### src/rtl/hazard_ctrl_pkg.sv
// hazard_ctrl_pkg: encodings shared by the hazard controller and its record stages.
//   RegDst codes, MemtoReg codes, forward-select codes, Tuse levels and the
//   MemtoReg -> Tnew mapping used for the E-stage producer record.
package hazard_ctrl_pkg;

  // RegDstE encodings (11 selects no destination)
  localparam logic [1:0] RD_RT = 2'b00;
  localparam logic [1:0] RD_RD = 2'b01;
  localparam logic [1:0] RD_RA = 2'b10;

  // MemtoRegE encodings
  localparam logic [1:0] M2R_ALU = 2'b00;
  localparam logic [1:0] M2R_DM  = 2'b01;
  localparam logic [1:0] M2R_PC8 = 2'b10;

  // Forward select codes
  localparam logic [1:0] FWD_RF   = 2'b00;
  localparam logic [1:0] FWD_M    = 2'b01;
  localparam logic [1:0] FWD_W    = 2'b10;
  localparam logic [1:0] FWD_PC8E = 2'b11;

  // Cycles until the consumer needs the operand; NONE never stalls
  localparam logic [1:0] TUSE_0    = 2'd0;
  localparam logic [1:0] TUSE_1    = 2'd1;
  localparam logic [1:0] TUSE_2    = 2'd2;
  localparam logic [1:0] TUSE_NONE = 2'd3;

  // Cycles until an E-stage producer's result exists
  function automatic logic [1:0] tnew_of(input logic [1:0] mem_to_reg);
    logic [1:0] t;
    case (mem_to_reg)
      M2R_DM:  t = 2'd2;
      M2R_ALU: t = 2'd1;
      default: t = 2'd0;
    endcase
    return t;
  endfunction

endpackage

### src/rtl/hazard_stage_rec.sv
// hazard_stage_rec: one registered {addr, tnew} destination record.
//   clk, reset  : pipeline clock, async active-high clear
//   addr_in     : destination register entering the stage
//   tnew_in     : Tnew of the previous stage; stored decremented, saturating at 0
//   addr, tnew  : record held for this stage
module hazard_stage_rec
  import hazard_ctrl_pkg::*;
#(
  parameter int unsigned REG_AW = 5
) (
  input  logic              clk,
  input  logic              reset,
  input  logic [REG_AW-1:0] addr_in,
  input  logic [1:0]        tnew_in,
  output logic [REG_AW-1:0] addr,
  output logic [1:0]        tnew
);

  logic [1:0] tnew_dec;

  always_comb begin
    tnew_dec = (tnew_in == 2'd0) ? 2'd0 : tnew_in - 2'd1;
  end

  always_ff @(posedge clk or posedge reset) begin
    if (reset) begin
      addr <= '0;
      tnew <= '0;
    end else begin
      addr <= addr_in;
      tnew <= tnew_dec;
    end
  end

endmodule

### src/rtl/hazard_ctrl.sv
// hazard_ctrl: stall/flush/forward controller for the 5-stage MIPS pipeline (Tnew/Tuse).
//   Inputs : clk, reset (async, active-high), D-stage operand/class fields
//            (RsD, RtD, branchD, jrD, cal_rD, cal_iD, ldD, stD) and E-stage
//            control fields leaving ID/EX (RsE, RtE, RdE, RegDstE, RegWriteE, MemtoRegE).
//   Outputs: StallF, StallD, FlushE; ForwardRSD/RTD (D operands), ForwardRSE/RTE
//            (E operands), ForwardRTM (M store data).
//   M and W destination records are tracked internally; no feedback from EX/MEM or MEM/WB.
//   Optional macro HAZARD_PERF_EN adds stall_cnt / flush_cnt event counters.
module hazard_ctrl
  import hazard_ctrl_pkg::*;
#(
  parameter int unsigned REG_AW = 5,
  parameter int unsigned RA_REG = 31
) (
  input  logic              clk,
  input  logic              reset,
  input  logic [REG_AW-1:0] RsD,
  input  logic [REG_AW-1:0] RtD,
  input  logic              branchD,
  input  logic              jrD,
  input  logic              cal_rD,
  input  logic              cal_iD,
  input  logic              ldD,
  input  logic              stD,
  input  logic [REG_AW-1:0] RsE,
  input  logic [REG_AW-1:0] RtE,
  input  logic [REG_AW-1:0] RdE,
  input  logic [1:0]        RegDstE,
  input  logic              RegWriteE,
  input  logic [1:0]        MemtoRegE,
  output logic              StallF,
  output logic              StallD,
  output logic              FlushE,
  output logic [1:0]        ForwardRSD,
  output logic [1:0]        ForwardRTD,
  output logic [1:0]        ForwardRSE,
  output logic [1:0]        ForwardRTE,
  output logic              ForwardRTM
`ifdef HAZARD_PERF_EN
  ,
  output logic [31:0]       stall_cnt,
  output logic [31:0]       flush_cnt
`endif
);

  logic [REG_AW-1:0] addr_e, addr_m, addr_w, rt_m;
  logic [1:0]        tnew_e, tnew_m, tnew_w;
  logic [1:0]        tuse_rs, tuse_rt;
  logic              stall_rs, stall_rt, stall;
  logic [1:0]        fwd_rsd, fwd_rtd, fwd_rse, fwd_rte;
  logic              fwd_rtm;

  function automatic logic hit(input logic [REG_AW-1:0] addr, input logic [REG_AW-1:0] src);
    return (addr != '0) && (addr == src);
  endfunction

  // The nearest matching producer owns the register; if its result is not ready
  // yet, older stages hold stale data and must not be selected.
  function automatic logic [1:0] fwd_d_sel(input logic [REG_AW-1:0] src,
                                           input logic [REG_AW-1:0] ae, input logic [1:0] te,
                                           input logic [REG_AW-1:0] am, input logic [1:0] tm,
                                           input logic [REG_AW-1:0] aw, input logic [1:0] tw);
    logic [1:0] sel;
    if (hit(ae, src))      sel = (te == 2'd0) ? FWD_PC8E : FWD_RF;
    else if (hit(am, src)) sel = (tm == 2'd0) ? FWD_M : FWD_RF;
    else if (hit(aw, src)) sel = (tw == 2'd0) ? FWD_W : FWD_RF;
    else                   sel = FWD_RF;
    return sel;
  endfunction

  function automatic logic [1:0] fwd_e_sel(input logic [REG_AW-1:0] src,
                                           input logic [REG_AW-1:0] am, input logic [1:0] tm,
                                           input logic [REG_AW-1:0] aw, input logic [1:0] tw);
    logic [1:0] sel;
    if (hit(am, src))      sel = (tm == 2'd0) ? FWD_M : FWD_RF;
    else if (hit(aw, src)) sel = (tw == 2'd0) ? FWD_W : FWD_RF;
    else                   sel = FWD_RF;
    return sel;
  endfunction

  // E-stage producer record
  always_comb begin
    addr_e = '0;
    if (RegWriteE) begin
      case (RegDstE)
        RD_RT:   addr_e = RtE;
        RD_RD:   addr_e = RdE;
        RD_RA:   addr_e = REG_AW'(RA_REG);
        default: addr_e = '0;
      endcase
    end
    tnew_e = tnew_of(MemtoRegE);
  end

  // W receives Tnew of M decremented; M never exceeds 1, so W is always ready.
  hazard_stage_rec #(.REG_AW(REG_AW)) u_rec_m (
    .clk     (clk),
    .reset   (reset),
    .addr_in (addr_e),
    .tnew_in (tnew_e),
    .addr    (addr_m),
    .tnew    (tnew_m)
  );

  hazard_stage_rec #(.REG_AW(REG_AW)) u_rec_w (
    .clk     (clk),
    .reset   (reset),
    .addr_in (addr_m),
    .tnew_in (tnew_m),
    .addr    (addr_w),
    .tnew    (tnew_w)
  );

  // Store-data source register for the instruction now in M
  always_ff @(posedge clk or posedge reset) begin
    if (reset) rt_m <= '0;
    else       rt_m <= RtE;
  end

  // Tuse per D operand
  always_comb begin
    if (branchD || jrD)                        tuse_rs = TUSE_0;
    else if (cal_rD || cal_iD || ldD || stD)   tuse_rs = TUSE_1;
    else                                       tuse_rs = TUSE_NONE;

    if (branchD)     tuse_rt = TUSE_0;
    else if (cal_rD) tuse_rt = TUSE_1;
    else if (stD)    tuse_rt = TUSE_2;
    else             tuse_rt = TUSE_NONE;
  end

  always_comb begin
    stall_rs = (hit(addr_e, RsD) && (tnew_e > tuse_rs)) ||
               (hit(addr_m, RsD) && (tnew_m > tuse_rs));
    stall_rt = (hit(addr_e, RtD) && (tnew_e > tuse_rt)) ||
               (hit(addr_m, RtD) && (tnew_m > tuse_rt));
    stall    = stall_rs || stall_rt;

    fwd_rsd = fwd_d_sel(RsD, addr_e, tnew_e, addr_m, tnew_m, addr_w, tnew_w);
    fwd_rtd = fwd_d_sel(RtD, addr_e, tnew_e, addr_m, tnew_m, addr_w, tnew_w);
    fwd_rse = fwd_e_sel(RsE, addr_m, tnew_m, addr_w, tnew_w);
    fwd_rte = fwd_e_sel(RtE, addr_m, tnew_m, addr_w, tnew_w);
    fwd_rtm = hit(addr_w, rt_m);
  end

  // Outputs are forced low for the whole reset window, not just after the records clear
  always_comb begin
    StallF     = stall && !reset;
    StallD     = stall && !reset;
    FlushE     = stall && !reset;
    ForwardRSD = reset ? FWD_RF : fwd_rsd;
    ForwardRTD = reset ? FWD_RF : fwd_rtd;
    ForwardRSE = reset ? FWD_RF : fwd_rse;
    ForwardRTE = reset ? FWD_RF : fwd_rte;
    ForwardRTM = fwd_rtm && !reset;
  end

`ifdef HAZARD_PERF_EN
  always_ff @(posedge clk or posedge reset) begin
    if (reset) begin
      stall_cnt <= '0;
      flush_cnt <= '0;
    end else begin
      if (StallD) stall_cnt <= stall_cnt + 32'd1;
      if (FlushE) flush_cnt <= flush_cnt + 32'd1;
    end
  end
`endif

endmodule

### config.mk
export PLATFORM = sky130hd
export DESIGN_NAME = hazard_ctrl
export DESIGN_NICKNAME = d
export VERILOG_FILES = /design/src/rtl/hazard_ctrl_pkg.sv /design/src/rtl/hazard_stage_rec.sv /design/src/rtl/hazard_ctrl.sv
export SDC_FILE = /design/constraint.sdc
export NUM_CORES = 1
export LEC_CHECK = 0
export ABC_AREA = 1
export BUFFER_PORTS_ARGS = -buffer_cell sky130_fd_sc_hd__buf_2
export CAP_MARGIN = 30
export CORE_MARGIN = 5
export CORE_UTILIZATION = 45
export DETAILED_ROUTE_END_ITERATION = 7
export GPL_ROUTABILITY_DRIVEN = 0
export HOLD_SLACK_MARGIN = 0.15
export PLACE_DENSITY = 0.83
export SLEW_MARGIN = 20
export SYNTH_ARGS = -nofsm -noshare
export SYNTH_HDL_FRONTEND = slang
export SYNTH_SLANG_ARGS = --single-unit
### constraint.sdc
create_clock -name clk -period 1.9 [get_ports clk]
set_input_delay 0.285 -clock clk [delete_from_list [all_inputs] [get_ports clk]]
set_output_delay 0.285 -clock clk [all_outputs]
set_load 0.005 [all_outputs]
# Word-level counts from Yosys, hierarchy flattened
# Index checks and enable logic that the tools add are counted.
dict set report word_totals {
  ff_bits 19
  in_bits 38
  output_inout_bits 12
}
dict set report op_classes {
  n_addsub 2
  order_cmp 4
  n_eq_ne 14
  n_mux 27
  reduce_logical 33
}
# cell n
set op_table {}
lappend op_table {{equality test 5 bit} 11}
lappend op_table {{2-to-1 mux 2 bit} 22}
lappend op_table {{logical AND 1 bit} 17}
lappend op_table {{one-hot mux 5 bit (3 select lines)} 1}
lappend op_table {{nonzero test 5 bit} 3}
lappend op_table {{zero test 2 bit} 5}
lappend op_table {{greater-than comparator 2 bit} 4}
lappend op_table {{logical OR 1 bit} 7}
lappend op_table {{2-to-1 mux 5 bit} 1}
lappend op_table {{equality test 2 x 1 -> 1 bit, second input constant} 2}
lappend op_table {{one-hot mux 2 bit (2 select lines)} 1}
lappend op_table {{subtractor 2 x 1 -> 2 bit, second input constant} 2}
lappend op_table {{equality test 2 bit, second input constant} 1}
lappend op_table {{2-to-1 mux 1 bit} 2}
lappend op_table {{zero test 1 bit} 1}

# Logic depth before layout (Yosys ltp)
dict set report depth {
  depth_word 10
  ltp_mapped 14
}

# By module
# A second synthesis with hierarchy kept.
dict set report hier_totals {
  cells_unflattened 301
  hier_area_um2 1944.4
}
# mod instances cells_per_inst area_per_inst_um2
set modules_own_cells {}
lappend modules_own_cells {hazard_ctrl 1 277 1551.5}
lappend modules_own_cells {hazard_stage_rec 2 12 196.4}

# Worst setup path after synthesis
# No wires, ideal clock.
dict set report synth_timing {
  kind {input port to output port}
  startpoint {in cal_iD}
  endpoint {out StallD}
  arrival_ns 1.577
  required_time_ns 1.615
  setup_slack_ns 0.038
  cell_stages 12
  path_buffers 1
  path_cell_list {nor4_1 > nand2_1 > ha_1 > inv_1 > o21bai_1 > nand3_1 > o21ai_0 > inv_1 > nand3_1 > nand2_1 > inv_1 > buf_4}
}
dict set report synth_between {
  elab_chain_len 10
  elab_cells_between_ends 12
}
# item line_no
set synth_lines {}
lappend synth_lines {{start, declared} hazard_ctrl.sv:22} ;# input logic cal_iD,
lappend synth_lines {{logical OR 1 bit * (3 in a row)} hazard_ctrl.sv:123} ;# else if (cal_rD || cal_iD || ldD || stD) tuse_rs = TUSE_1;
lappend synth_lines {{2-to-1 mux 2 bit *} hazard_ctrl.sv:123}
lappend synth_lines {{2-to-1 mux 2 bit *} hazard_ctrl.sv:122} ;# if (branchD || jrD) tuse_rs = TUSE_0;
lappend synth_lines {{greater-than comparator 2 bit (on tied branches)} {hazard_ctrl.sv:133, hazard_ctrl.sv:134}}
lappend synth_lines {{logical AND 1 bit (on tied branches)} {hazard_ctrl.sv:133, hazard_ctrl.sv:134}}
lappend synth_lines {{logical OR 1 bit *} hazard_ctrl.sv:133} ;# stall_rs = (hit(addr_e, RsD) && (tnew_e > tuse_rs)) ||
lappend synth_lines {{logical OR 1 bit *} hazard_ctrl.sv:137} ;# stall = stall_rs || stall_rt;
lappend synth_lines {{logical AND 1 bit *} -}
lappend synth_lines {{end, declared} hazard_ctrl.sv:32} ;# output logic StallD,
# Every way passes the cells marked *; elsewhere a longest branch is shown, timed or not.

# Final worst setup path
dict set report layout_timing {
  startpoint {in stD}
  endpoint {out StallF}
}
dict set report layout_between {
  elab_chain_len 8
  elab_cells_between_ends 18
}
# item line_no
set layout_lines {}
lappend layout_lines {{start, declared} hazard_ctrl.sv:24} ;# input logic stD,
lappend layout_lines {{2-to-1 mux 1 bit / logical OR 1 bit (equally long branches)} {hazard_ctrl.sv:128, hazard_ctrl.sv:123}}
lappend layout_lines {{2-to-1 mux 2 bit (on tied branches)} {hazard_ctrl.sv:127, hazard_ctrl.sv:123}}
lappend layout_lines {{2-to-1 mux 2 bit (on tied branches)} {hazard_ctrl.sv:126, hazard_ctrl.sv:122}}
lappend layout_lines {{greater-than comparator 2 bit (on tied branches)} -}
lappend layout_lines {{logical AND 1 bit (on tied branches)} -}
lappend layout_lines {{logical OR 1 bit (on tied branches)} {hazard_ctrl.sv:135, hazard_ctrl.sv:133}}
lappend layout_lines {{logical OR 1 bit *} hazard_ctrl.sv:137}
lappend layout_lines {{logical AND 1 bit *} hazard_ctrl.sv:148} ;# StallF = stall && !reset;
lappend layout_lines {{end, declared} hazard_ctrl.sv:31} ;# output logic StallF,
# Marked as above.

==> metrics.yaml <==
root_buffer: "clkbuf_8"
hp-class: "in2reg"
irDropWorstVdd_uv: 269.2
grt_pass1_wl_um: 9197
synth_seq_area_share_pct: 24.48
fillers: 312
ys_top_cells_by_area: "dfrtp_1 (24%), nand2_1 (12%), inv_1 (8.5%)"
rsz0062_at_grt: "yes"
synthDistinctLibCells: 37
clockBufferDepth: 2
avgSynthCellArea_um2: 6.814
crit_type: "in2out"
yosysWarningCount: 0
gr-total-overflow: 0
reg2reg_from: "u_rec_m.addr[0]"
start_kind: "input pin"
syn-num-nets: 331
cts_max_level: 1
first_pass_iters: 5
hp-start: "RtE[4]"
syn_inst: 285
run_status: "finished, violations left"
finalCriticalPeriod_ps: 2052
reg2reg_depth: 1
num_vias: 2209
powerDensity_nw_per_um2: 478.1
antenna_found_initial: 0
grt_pass1_vias: 2020
cts_made_buffers: 3
ant_nets: 0
cellLeakagePower_nw: 1.377
whs_ps: 207.8
coreArea_um2: 4086
clockPowerShare_pct: 21.5
port_buffers: 49
final_net_count: 403
diodes: 0
p_switching_mw: 0.4747
violations: "negative setup slack"
track_usage_pct: 21.02
timing.fmax_mhz: 487.4
synth_common_cells: "nand2_1 (62), inv_1 (44), nor2_1 (28), dfrtp_1 (19), xnor2_1 (15)"
syn2layout_area_growth_pct: 38.92
seqPwrFrac_pct: 36.5
pin_count: 50
dieHeight_um: 75.69
ys_seq_elements: 19
finalMaxSlewViolations: 0
synthMostInstantiatedCell: "nand2_1"
async_flop_share_pct: 100.0
path_max_fanout: 3
synth_edf_count: 0
die_area_um2: 5729
maxCapViolCount: 0
period_share_pct: 108.0
cp.arrival_ps: 1770
intPower_mw: 0.8150
clk_pin_slew_ps: 70
dp_slack_ps: -204.9
holdPathEnd: "rt_m[4]"
r2r_setup_slack_ps: 1150
cp.required_ps: 1620
setup_slack_ps: -151.9
rows: 23
routed_via_density: 5.441
die_w_um: 75.69
hold_viol: 0
drt_iter0_markers: 241
dp_hpwl_um: 4503
finClkSkew_ps: 2.813
initial_utilization_pct: 47.52
netlist.top_cell.by_area: "dfrtp_1"
drive_gt1_share_pct: 39.89
ys.flop_type: "dfrtp_1"
p_comb_share_pct: 42.0
wl_um: 6334
clk_latency_ps: 250
grt_max_degree: 12
timing.rr.end: "u_rec_w.addr[0]"
wl_per_cell_um: 15.60
endpoint_kind: "primary output"
cts_tree: "done"
netlist_area_um2: 1942
drcViolationCount: 0
clock-sinks: 19
switching_share_pct: 36.81
hold-path-cell-count: 1
finalSetupViolations: 9
synth_top_cell_area_share_pct: 24.48
==> flip-flops by register name (all words and copies together) (netlist names) <==
signal,flops
rt_m,5
u_rec_w.addr,5
u_rec_w.tnew,2
u_rec_m.tnew,2
u_rec_m.addr,5
==> worst max-delay path: stages <==
cell and delay, ps:
buf_6 100, nor4_4 280, nand2_2 110, ha_4 280, inv_1 40, o21bai_1 160, nand3_1 120, o21ai_2 70
inv_1 50, nand3_1 50, nand2_1 60, inv_2 60, buf_2 100
==> per-stage QoR <==
step / util [%] / instances / cell area, µm² / setup TNS (ps) / power, mW
finish: 66.01 / 406 / 2698 / -778.5 / 1.290
CTS: 60.81 / 399 / 2485 / -533.2 / 1.200
floorplan: - / 285 / 1942 / 0 / 0.7381
detailed placement: 56.34 / 389 / 2302 / -614.5 / 0.8885
global route: 66.01 / 406 / 2698 / -2082 / 1.360
global placement: 56.34 / 389 / 2302 / -369.3 / 0.8758
==> power by group through the flow <==
stage / logic (mW) / registers (mW) / clock network [mW]
final: 0.542 / 0.470 / 0.277
after global routing: 0.593 / 0.474 / 0.293
after CTS: 0.461 / 0.464 / 0.275
after detailed placement: 0.419 / 0.469 / 0
after global placement: 0.408 / 0.468 / 0
after floorplan: 0.288 / 0.450 / 0
==> routing by layer <==
metal	wire, µm	global-route usage (%)	up-vias
li1	-	-	1060
met1	2532	28.77	1019
met2	3151	33.46	107
met3	451	2.243	23
met4	198	9.320	0
met5	0	0	-
==> kinds of logic (layout without fill, tap and decap cells) <==
family	count (synthesis)	after routing	synth area share, %
compound gates	32	32	10.50
buf+inv	58	129	12.18
simple gates	142	142	36.21
xor+xnor	25	25	11.28
flops	19	19	24.48
fa+ha+maj	8	8	5.155
other cells	1	1	0.1931
==> cell type report <==
cell class	instances	area, µm²	area share (%)
inverters	49	188.9	7.004
flip-flops and latches	19	484.2	17.95
clock buffers	4	45.04	1.670
well taps	50	62.56	2.319
multi-input cells	208	1428	52.92
repair buffers	76	489.2	18.14
==> timing repair <==
action | in CTS | in global routing
setup endpoints to repair | 12 | 12
hold buffers | 1 | 0
hold endpoints to repair | 9 | 0
resized for setup | 25 | 43
setup buffers | 5 | 7
pin swaps | 10 | 27
==> layout by cell type, fill, tap and decap left out, types with 4 or more instances in the layout <==
cell type	instances
a21oi_1	5
buf_2	44
buf_4	24
buf_6	5
dfrtp_1	12
dfrtp_2	7
ha_1	7
inv_1	38
inv_2	8
nand2_1	55
nand2_2	12
nand3_1	11
nand3_4	6
nand4_1	7
nor2_1	23
nor2_2	5
nor2_4	4
nor3_1	4
o22ai_1	10
xnor2_1	13
xor2_1	8
==> worst max-delay path by stage <==
stage | start | endpoint | cells past startpoint
floorplan | cal_iD | StallD | 12
global placement | cal_rD | StallD | 13
detailed placement | cal_rD | StallF | 13
CTS | stD | StallF | 13
global route | stD | StallF | 13
finish | stD | StallF | 13
Note: power is estimated with default switching activity, not from simulation.
